### config.mk
export PLATFORM = sky130hd
export DESIGN_NAME = piso_tx_flat
export DESIGN_NICKNAME = d
export VERILOG_FILES = /design/src/rtl/piso_tx_pkg.sv /design/src/rtl/piso_tx_if.sv /design/src/rtl/piso_tx_shift_reg_core.sv /design/src/rtl/piso_tx.sv /design/src/flat_wrapper.sv
export SDC_FILE = /design/constraint.sdc
export NUM_CORES = 1
export LEC_CHECK = 0
export ABC_AREA = 1
export BUFFER_PORTS_ARGS = -buffer_cell sky130_fd_sc_hd__buf_2
export CORE_MARGIN = 10
export CORE_UTILIZATION = 50
export DETAILED_ROUTE_END_ITERATION = 16
export PLACE_DENSITY = 0.83
export SYNTH_ARGS = -nofsm -noshare
export SYNTH_HDL_FRONTEND = slang
export SYNTH_SLANG_ARGS = --single-unit
### constraint.sdc
create_clock -name clk -period 2.7 [get_ports clk]
set_clock_uncertainty 0.1 [all_clocks]
set_input_delay 0.27 -clock clk [delete_from_list [all_inputs] [get_ports clk]]
set_output_delay 0.27 -clock clk [all_outputs]
set_load 0.02 [all_outputs]
### src/rtl/piso_tx_pkg.sv
// Shared definitions for the parallel-in / serial-out transmitter:
// FSM state encoding and the default frame width.
package piso_tx_pkg;

  localparam int DEFAULT_WIDTH = 8;

  typedef enum logic {
    IDLE  = 1'b0,
    SHIFT = 1'b1
  } state_t;

endpackage

### src/rtl/piso_tx_if.sv
// Load handshake and serial output bundle for piso_tx.
// The master side supplies words; the slave side (the transmitter) serializes them.
interface piso_tx_if
  import piso_tx_pkg::*;
#(
  parameter int WIDTH = DEFAULT_WIDTH
) ();

  logic [WIDTH-1:0] din;
  logic             load_valid;
  logic             load_ready;
  logic             msb_first;
  logic             sout;
  logic             sout_valid;
  logic             done;

  modport master (
    output din, load_valid, msb_first,
    input  load_ready, sout, sout_valid, done
  );

  modport slave (
    input  din, load_valid, msb_first,
    output load_ready, sout, sout_valid, done
  );

endinterface

### src/rtl/piso_tx_shift_reg_core.sv
// Parallel-load, bidirectional, zero-fill shift register.
// sbit is the bit that leaves the register on the next shift in direction dir.
module shift_reg_core
  import piso_tx_pkg::*;
#(
  parameter int WIDTH = DEFAULT_WIDTH
) (
  input  logic             clk,
  input  logic             rst,
  input  logic             load,
  input  logic             shift,
  input  logic             dir,
  input  logic [WIDTH-1:0] din,
  output logic             sbit
);

  logic [WIDTH-1:0] shreg;

  // Load has priority over shift; dir = 1 moves bits toward the MSB end.
  always_ff @(posedge clk or posedge rst) begin
    if (rst) begin
      shreg <= '0;
    end else if (load) begin
      shreg <= din;
    end else if (shift) begin
      shreg <= dir ? {shreg[WIDTH-2:0], 1'b0} : {1'b0, shreg[WIDTH-1:1]};
    end
  end

  assign sbit = dir ? shreg[WIDTH-1] : shreg[0];

endmodule

### src/rtl/piso_tx.sv
// Parallel-in / serial-out transmitter. A word accepted on the load
// handshake is emitted one bit per clock, starting the cycle after
// acceptance. A new word can be accepted during the last bit of the
// current frame so frames run back to back without a gap.
// All outputs decode registered state only, so reset clears them at once.
module piso_tx
  import piso_tx_pkg::*;
#(
  parameter int WIDTH = DEFAULT_WIDTH
) (
  input  logic       clk,
  input  logic       rst,
  piso_tx_if.slave   bus
);

  localparam int              CNT_W    = (WIDTH > 2) ? $clog2(WIDTH) : 1;
  localparam logic [CNT_W-1:0] LAST_CNT = CNT_W'(WIDTH - 1);

  state_t           state;
  state_t           state_d;
  logic [CNT_W-1:0] cnt;
  logic [CNT_W-1:0] cnt_d;
  logic             dir_q;
  logic             last;
  logic             accept;
  logic             load_en;
  logic             shift_en;
  logic             sbit;

  assign last           = (state == SHIFT) && (cnt == LAST_CNT);
  assign bus.load_ready = !rst && ((state == IDLE) || last);
  assign accept         = bus.load_valid && bus.load_ready;

  shift_reg_core #(
    .WIDTH (WIDTH)
  ) u_core (
    .clk   (clk),
    .rst   (rst),
    .load  (load_en),
    .shift (shift_en),
    .dir   (dir_q),
    .din   (bus.din),
    .sbit  (sbit)
  );

  // State, bit counter and per-frame direction registers.
  always_ff @(posedge clk or posedge rst) begin
    if (rst) begin
      state <= IDLE;
      cnt   <= '0;
      dir_q <= 1'b0;
    end else begin
      state <= state_d;
      cnt   <= cnt_d;
      if (load_en) begin
        dir_q <= bus.msb_first;
      end
    end
  end

  // Next state: accept in IDLE or on the last bit, otherwise advance one bit.
  always_comb begin
    state_d  = state;
    cnt_d    = cnt;
    load_en  = 1'b0;
    shift_en = 1'b0;
    case (state)
      IDLE: begin
        if (accept) begin
          state_d = SHIFT;
          cnt_d   = '0;
          load_en = 1'b1;
        end
      end
      SHIFT: begin
        if (accept) begin
          cnt_d   = '0;
          load_en = 1'b1;
        end else if (last) begin
          state_d = IDLE;
          cnt_d   = '0;
        end else begin
          shift_en = 1'b1;
          cnt_d    = cnt + 1'b1;
        end
      end
      default: begin
        state_d = IDLE;
        cnt_d   = '0;
      end
    endcase
  end

  assign bus.sout_valid = (state == SHIFT);
  assign bus.sout       = (state == SHIFT) && sbit;
  assign bus.done       = last;

endmodule

### src/flat_wrapper.sv
// flat-port wrapper written by rule: the top's interface ports become plain ports
module piso_tx_flat import piso_tx_pkg::*;
#(
  parameter int WIDTH = DEFAULT_WIDTH
)
  (clk, rst, bus_din, bus_load_valid, bus_msb_first, bus_load_ready, bus_sout, bus_sout_valid, bus_done);
  piso_tx_if #(.WIDTH(WIDTH)) bus_i ();
  input  logic clk;
  input  logic rst;
  input wire logic [$bits(bus_i.din)-1:0] bus_din;
  input wire logic [$bits(bus_i.load_valid)-1:0] bus_load_valid;
  input wire logic [$bits(bus_i.msb_first)-1:0] bus_msb_first;
  output wire logic [$bits(bus_i.load_ready)-1:0] bus_load_ready;
  output wire logic [$bits(bus_i.sout)-1:0] bus_sout;
  output wire logic [$bits(bus_i.sout_valid)-1:0] bus_sout_valid;
  output wire logic [$bits(bus_i.done)-1:0] bus_done;
  assign bus_i.din = bus_din;
  assign bus_i.load_valid = bus_load_valid;
  assign bus_i.msb_first = bus_msb_first;
  assign bus_load_ready = bus_i.load_ready;
  assign bus_sout = bus_i.sout;
  assign bus_sout_valid = bus_i.sout_valid;
  assign bus_done = bus_i.done;
  piso_tx #(.WIDTH(WIDTH)) u_core (.clk(clk), .rst(rst), .bus(bus_i));
endmodule
==> results.md, run 1 <==
- Mapped cell area: 749 um^2
- Max_slew headroom: 71.3%
- Synth-to-Final Area Change: 10.5%
- Initial antenna violation count: 0
- TritonCTS Sinks: 13
- Pre-CTS setup slack: 622 ps
- Fin worst setup slack: 318 ps
- GR Util met2: 15.5%
- Largest net degree at the start of global routing: 24
- N_diodes: 0
- Crit path max-delay cell type: dfrtp_1
- Finished Layout Cells: 127
- Worst min-delay path class: in -> reg
- Pre-antenna DRT Iters: 4
- Peak VDD IR: 460 uV
- Slew @ Worst Pin: 429 ps
- Placer Congestion: 0.883
- Final setup TNS: 0 ps
- CP max FO: 21
- Starting Density: 55.5%
- Synthesis Warnings: 0
- Fmax: 0.420 GHz
- Die height: 58.7 um
- Fraction of layout cells with a size suffix above 1: 18.8%
- Die width: 58.7 um
- Dpl cells: 122
- Unrepaired setup endpoints after global routing: no
- Synthesized area per cell: 7.65 um^2
- Std-Cell Rows: 13
- Crit path DAT: 2010 ps
- Main area contributors after synthesis: dfrtp_1 43%, nand2_1 16%, nand3_1 12%, nand4_1 6.7%, buf_6 4.5%
- CP startpoint kind: flip-flop
- Tot GR Track Use: 10.2%
- Final setup viols: 0
- Final hold vios: 0
- Crit path largest cell delay: 390 ps
- Static Leak: 0.449 nW
- Worst reg-to-reg setup slack: 750 ps
- Syn_nets: 112
- Met1 GRT Util: 12.1%
- Postcts setup bufs: 0
- CTS Buf Count: 3
- Pwr/cell area: 1050 mW/mm^2
- Yosys top cell by area: dfrtp_1
- GRT busiest layer: met2
- Routed len/inst: 12.9 um
- First-pass GRT wire length: 2830 um
- Post-synth top area share: 43.4%
- Fillers: 131
- Final Max Slew Viols: 0
- Tmin final: 2380 ps
- Crit Path Category: reg -> out
- Routed Antenna Nets: 0
- 1st-iter DRT viols: 21
- Status: complete, no violations
- Vias in the first global route: 661
- Sequential fraction of the synthesis area: 43.4%
- Overall power: 0.000868 W
- Root Driver: clkbuf_4
- Final WL: 1640 um
- H-tree depth: 1
- Met3 Track Usage GR: 2.79%
- Flops & latches, synth: 13
- Most used cell, CP: ha_1
- Via count: 692
- Max-Cap Viols: 0
- Nets: 127
- Total gr overflow: 0
- Clock Latency Late Sink: 280 ps
- Synth unique cells: 18
- Crit. End Element: output port
- Crit path required time: 2330 ps
- Vias per std cell: 5.45
- Syn Inst Count: 98
- Post-DP HPWL: 1180 um
- Final worst-path cycle share: 88.2%
- DRC Markers: 0
- Core ar.: 0.00135 mm^2
- Die area: 0.00345 mm^2
- # IOs: 16
- Number of port buffers: 15
- CTS resizes: 0
- Maximum clock path buffer count: 2
- Reg clk slew, reported paths: 80 ps
- Crit-path cells: ha_1 -> ha_1 -> inv_1 -> nand2_2 -> clkinv_1 -> nor2_1 -> buf_2
- Clock tree from TritonCTS: done
-- worst paths after layout --
| path | from | to | depth (start not counted) |
|---|---|---|---|
| min | bus_msb_first | u_core.dir_q$_DFFE_PP0P_ | 3 |
| max in group asynchronous | rst | u_core.u_core.shreg[2]$_DFFE_PP0P_ | 3 |
| max | u_core.cnt[0]$_DFFE_PP0P_ | bus_load_ready | 7 |
| max reg2reg | u_core.cnt[0]$_DFFE_PP0P_ | u_core.u_core.shreg[1]$_DFFE_PP0P_ | 7 |
| min reg2reg | u_core.cnt[1]$_DFFE_PP0P_ | u_core.cnt[1]$_DFFE_PP0P_ | 2 |
| min in group asynchronous | rst | u_core.dir_q$_DFFE_PP0P_ | 3 |
-- through the flow --
stage               utilization (%)  hold slack, ps  instance area (um^2)
floorplan                         -            43.3                   749
global placement               58.7             197                   792
detailed placement             58.7             205                   792
CTS                            61.4             129                   828
global route                   61.4             163                   828
finish                         61.4             123                   828
-- timing repair --
action	CTS	global route
setup endpoints to repair	0	0
hold buffers	1	0
endpoints found under the hold margin	13	0
-- synthesized netlist by cell type, drive strengths merged --
master / n
a21oi: 1
buf: 6
clkinv: 1
dfrtp: 13
ha: 2
inv: 7
nand2: 33
nand3: 18
nand4: 8
nor2: 4
o211ai: 1
o21ai: 4
-- layer usage --
| layer | routed length [um] | share of wire [%] |
|---|---|---|
| met5 | 0 | 0 |
| met4 | 43 | 2.6 |
| met3 | 88 | 5.4 |
| met2 | 705 | 43 |
| met1 | 806 | 49 |
-- critical path: cells and delay by family (launching register included) --
family,cells,cell delay [ps]
simple gates,2,440
buf+inv,3,580
flops,1,390
fa+ha+maj,2,320
-- sequential cells by signal, indices dropped and copies added, names as in the netlist --
signal	count
u_core.u_core.shreg	8
u_core.dir_q	1
u_core.cnt	3
u_core.bus.sout_valid	1
-- placed cells by master (no fill, tap or decap) --
master	instances
o21ai_2	1
inv_1	6
nor2_1	4
o211ai_1	1
dfrtp_1	13
nand2_1	32
nand3_1	18
o21ai_0	2
ha_1	2
nand4_1	8
clkbuf_1	1
buf_2	15
inv_2	1
o21ai_1	1
clkbuf_4	3
dlygate4sd3_1	1
clkinv_1	1
a21oi_1	1
nand2_2	1
-- power by group --
part	internal (W)	switching (W)	total, W
clock	0.0000573	0.0000628	0.000120
sequential	0.000279	0.0000823	0.000361
combinational	0.000136	0.000251	0.000387
-- logic make-up (layout without fill, tap and decap cells) --
family	count (synthesis)	after routing	synth area share, %
AOI/OAI and AO/OA	6	6	4.84
adders and majority gates	2	2	3.34
buffers and inverters	14	28	10.9
DFF	13	13	43.4
and+or+nand+nor	63	63	37.6
-- layout make-up --
cell class,count,area (um^2),share of cell area [%]
multi-input cells,71,343,41.4
flip-flops and latches,13,325,39.3
repair buffers,16,85.1,10.3
inverters,8,30.0,3.63
clock buffers,4,26.3,3.17
well taps,15,18.8,2.27
(Power assumes the default switching activity.)
==> run 2, diff against run 1 <==
Settings changed: ABC_AREA 1 to not set, CAP_MARGIN set to 15, SYNTH_HIERARCHICAL set to 1.
==> results.md, run 2 <==
- 1st-iter DRT viols: 2
- Pre-antenna DRT Iters: 4
- Largest net degree at the start of global routing: 18
- Placer Congestion: 0.728
- Async set-reset flop share out of synthesis: 100%
- Peak VDD IR: 576 uV
- Hold Path Origin: bus_din[6]
- Multi-input gate area: 419 um^2
- Final setup viols: 0
- Post-synthesis mux area share: 12.4%
- CP startpoint kind: flip-flop
- Max-Cap Viols: 0
- Final worst-path cycle share: 76.8%
- Via count: 570
- Mapped cell area: 787 um^2
- Synthesized area per cell: 10.8 um^2
- Slew @ Worst Pin: 560 ps
- Crit path depth: 7
- Tmin final: 2070 ps
- N_diodes: 0
- Pre-CTS setup slack: 640 ps
- Static Leak: 0.426 nW
- Starting Density: 52.9%
- Die area: 0.00356 mm^2
- Reg clk slew, reported paths: 70 ps
- Fin area: 891 um^2
- CTS Buf Count: 3
- Largest family of logic cells by synthesized area: simple AND/OR/NAND/NOR gates
- Placed Area: 855 um^2
- Max reg flops: 8
- Tot GR Track Use: 10.1%
- Crit path largest cell delay: 430 ps
- Std-Cell Rows: 14
- Number of port buffers: 15
- Worst Setup SP: u_core/cnt[0]$_DFFE_PP0P_
- # IOs: 16
- WP buf/inv: 1
- Crit path required time: 2790 ps
- Cell family with most CP delay: simple AND/OR/NAND/NOR gates
- Overall power: 0.00100 W
- Flops & latches, synth: 13
- Pwr/cell area: 1120 mW/mm^2
- Final Max Slew Viols: 0
- Number of enable flip-flop cells after synthesis: 0
- Core ar.: 0.00149 mm^2
- Maximum clock path buffer count: 2
- Crit path max-delay cell type: or3b_1
- Synth Area in XOR/XNOR: 0%
- Most used cell, CP: ha_1
- Final design utilization: 59.8%
- Top-count cell post-synth: dfrtp_1
- Largest Register: u_core/u_core/shreg
- Fin worst setup slack: 625 ps
- Final hold vios: 0
- Max_slew headroom: 62.6%
- Syn Inst Count: 73
- Most common cell after layout, fill and taps aside: buf_2
- Commonest cells after routing, fill and taps aside: 15 x buf_2, 13 x dfrtp_1, 10 x nand2_1, 6 x mux2i_1, 6 x or3b_1
- Largest regs: u_core/u_core/shreg: 8 flops, u_core/cnt: 3 flops
- Complex-gate fraction of the synthesized area: 12.4%
- Die height: 59.7 um
- Fillers: 124
- Fmax: 0.482 GHz
- Yosys top cell by area: dfrtp_1
- Synth unique cells: 24
- TritonCTS Sinks: 13
- Crit path DAT: 2160 ps
- DRC Markers: 0
- Total gr overflow: 0
- Worst reg-to-reg setup slack: 630 ps
- Final WL: 1640 um
- Reg2Reg Depth: 7
- R2R Path End: u_core/u_core/shreg[1]$_DFFE_PP0P_
- Vias per std cell: 5.38
- Crit-path cells: ha_1 -> ha_1 -> nand2b_2 -> inv_2 -> nor2_2 -> or3b_1 -> o211ai_2
- Main area contributors after synthesis: dfrtp_1 41%, o211ai_2 7.9%, mux2i_1 7.6%, or3b_1 6.7%, nand2_1 4.8%
- Vias in the first global route: 596
- Final setup TNS: 0 ps
- Sequential fraction of the synthesis area: 41.3%
- Die width: 59.7 um
- Synth Area in Adders: 3.18%
- Commonest cells post-synth: 13 x dfrtp_1, 10 x nand2_1, 6 x mux2i_1, 6 x or3b_1, 5 x o211ai_2
- Crit Path Category: reg -> reg
- Unrepaired setup endpoints after global routing: no
- Ys flop type: dfrtp_1
- CP max FO: 17
- Routed len/inst: 15.5 um
- Crit. End Element: flip-flop
- Fraction of layout cells with a size suffix above 1: 35.6%
- Syn_nets: 87
- Routed Antenna Nets: 0
- Initial antenna violation count: 0
- Worst min-delay path class: in -> reg
- Root Driver: clkbuf_4
- First-pass GRT wire length: 2740 um
- Simple-Gate Fraction of Synth Area: 25.3%
- H-tree depth: 1
- Clock Latency Late Sink: 270 ps
- CTS resizes: 0
- Post-DP HPWL: 1300 um
- Crit path to: u_core/u_core/shreg[1]$_DFFE_PP0P_
- Nets: 105
- Synthesis Warnings: 6
- Register area: 325 um^2
- RR Startpoint: u_core/cnt[0]$_DFFE_PP0P_
- Clock tree from TritonCTS: done
- Status: complete, no violations
- Synth-to-Final Area Change: 13.2%
- Post-synth top area share: 41.3%
## run 2: cell types whose count changed in the layout (fill, tap and decap cells not counted), moves of 5 or more
cell / change
or3b_1: +6
o211ai_2: +5
nand4_1: -8
nand2_1: -22
nand3_1: -17
mux2i_1: +6
## run 2: where the power goes
part           internal, W  total, W  switching (W)
registers         0.000281  0.000379      0.0000976
logic             0.000247  0.000507       0.000260
clock network    0.0000572  0.000114      0.0000571
## run 2: layout make-up
| cell class | count | area share, % |
|---|---|---|
| clock buffers | 4 | 2.95 |
| repair buffers | 16 | 9.55 |
| flip-flops and latches | 13 | 36.5 |
| multi-input cells | 53 | 47.1 |
| inverters | 4 | 1.69 |
| well taps | 16 | 2.25 |
## run 2: worst min-delay path by stage
stage / to / slack, ps / depth (start not counted)
finish: u_core/u_core/shreg[6]$_DFFE_PP0P_ / 110 / 3
CTS: u_core/u_core/shreg[6]$_DFFE_PP0P_ / 100 / 3
detailed placement: u_core/cnt[0]$_DFFE_PP0P_ / 110 / 2
floorplan: u_core/bus.sout_valid$_DFF_PP0_ / -50 / 1
global placement: u_core/dir_q$_DFFE_PP0P_ / 110 / 2
global route: u_core/u_core/shreg[3]$_DFFE_PP0P_ / 100 / 3
## run 2: routing by layer
| metal | share of wire [%] | GRT usage, % | routed length, um | vias to the layer above |
|---|---|---|---|---|
| li1 | - | - | - | 290 |
| met1 | 47 | 12.0 | 768 | 261 |
| met2 | 47 | 15.1 | 771 | 17 |
| met3 | 5.4 | 4.45 | 88 | 2 |
| met4 | 0.85 | 4.49 | 14 | 0 |
| met5 | 0 | 0 | 0 | - |
## run 2: per-stage QoR
| step | std cells | hold slack (ps) |
|---|---|---|
| final | 106 | 112 |
| after global routing | 106 | 98.6 |
| after CTS | 106 | 99.6 |
| after detailed placement | 101 | 109 |
| after global placement | 101 | 105 |
| after floorplan | 73 | -51.5 |
## run 2: kinds of logic (layout without fill, tap and decap cells)
logic type | after synthesis | count (layout)
and+or+nand+nor | 31 | 31
adders and majority gates | 2 | 2
DFF | 13 | 13
buffers and inverters | 7 | 24
muxes | 9 | 9
AOI/OAI and AO/OA | 11 | 11
## run 2: worst reg2reg max path, cell delays in order (launching register included)
cell,delay [ps]
dfrtp_1,400
ha_1,210
ha_1,200
nand2b_2,200
inv_2,190
nor2_2,170
or3b_1,440
o211ai_2,90
## run 2: what timing repair did
action	in CTS	in global routing
setup endpoints to repair	0	0
hold buffers	1	0
buffers inserted	0	0
hold endpoints to repair	13	0
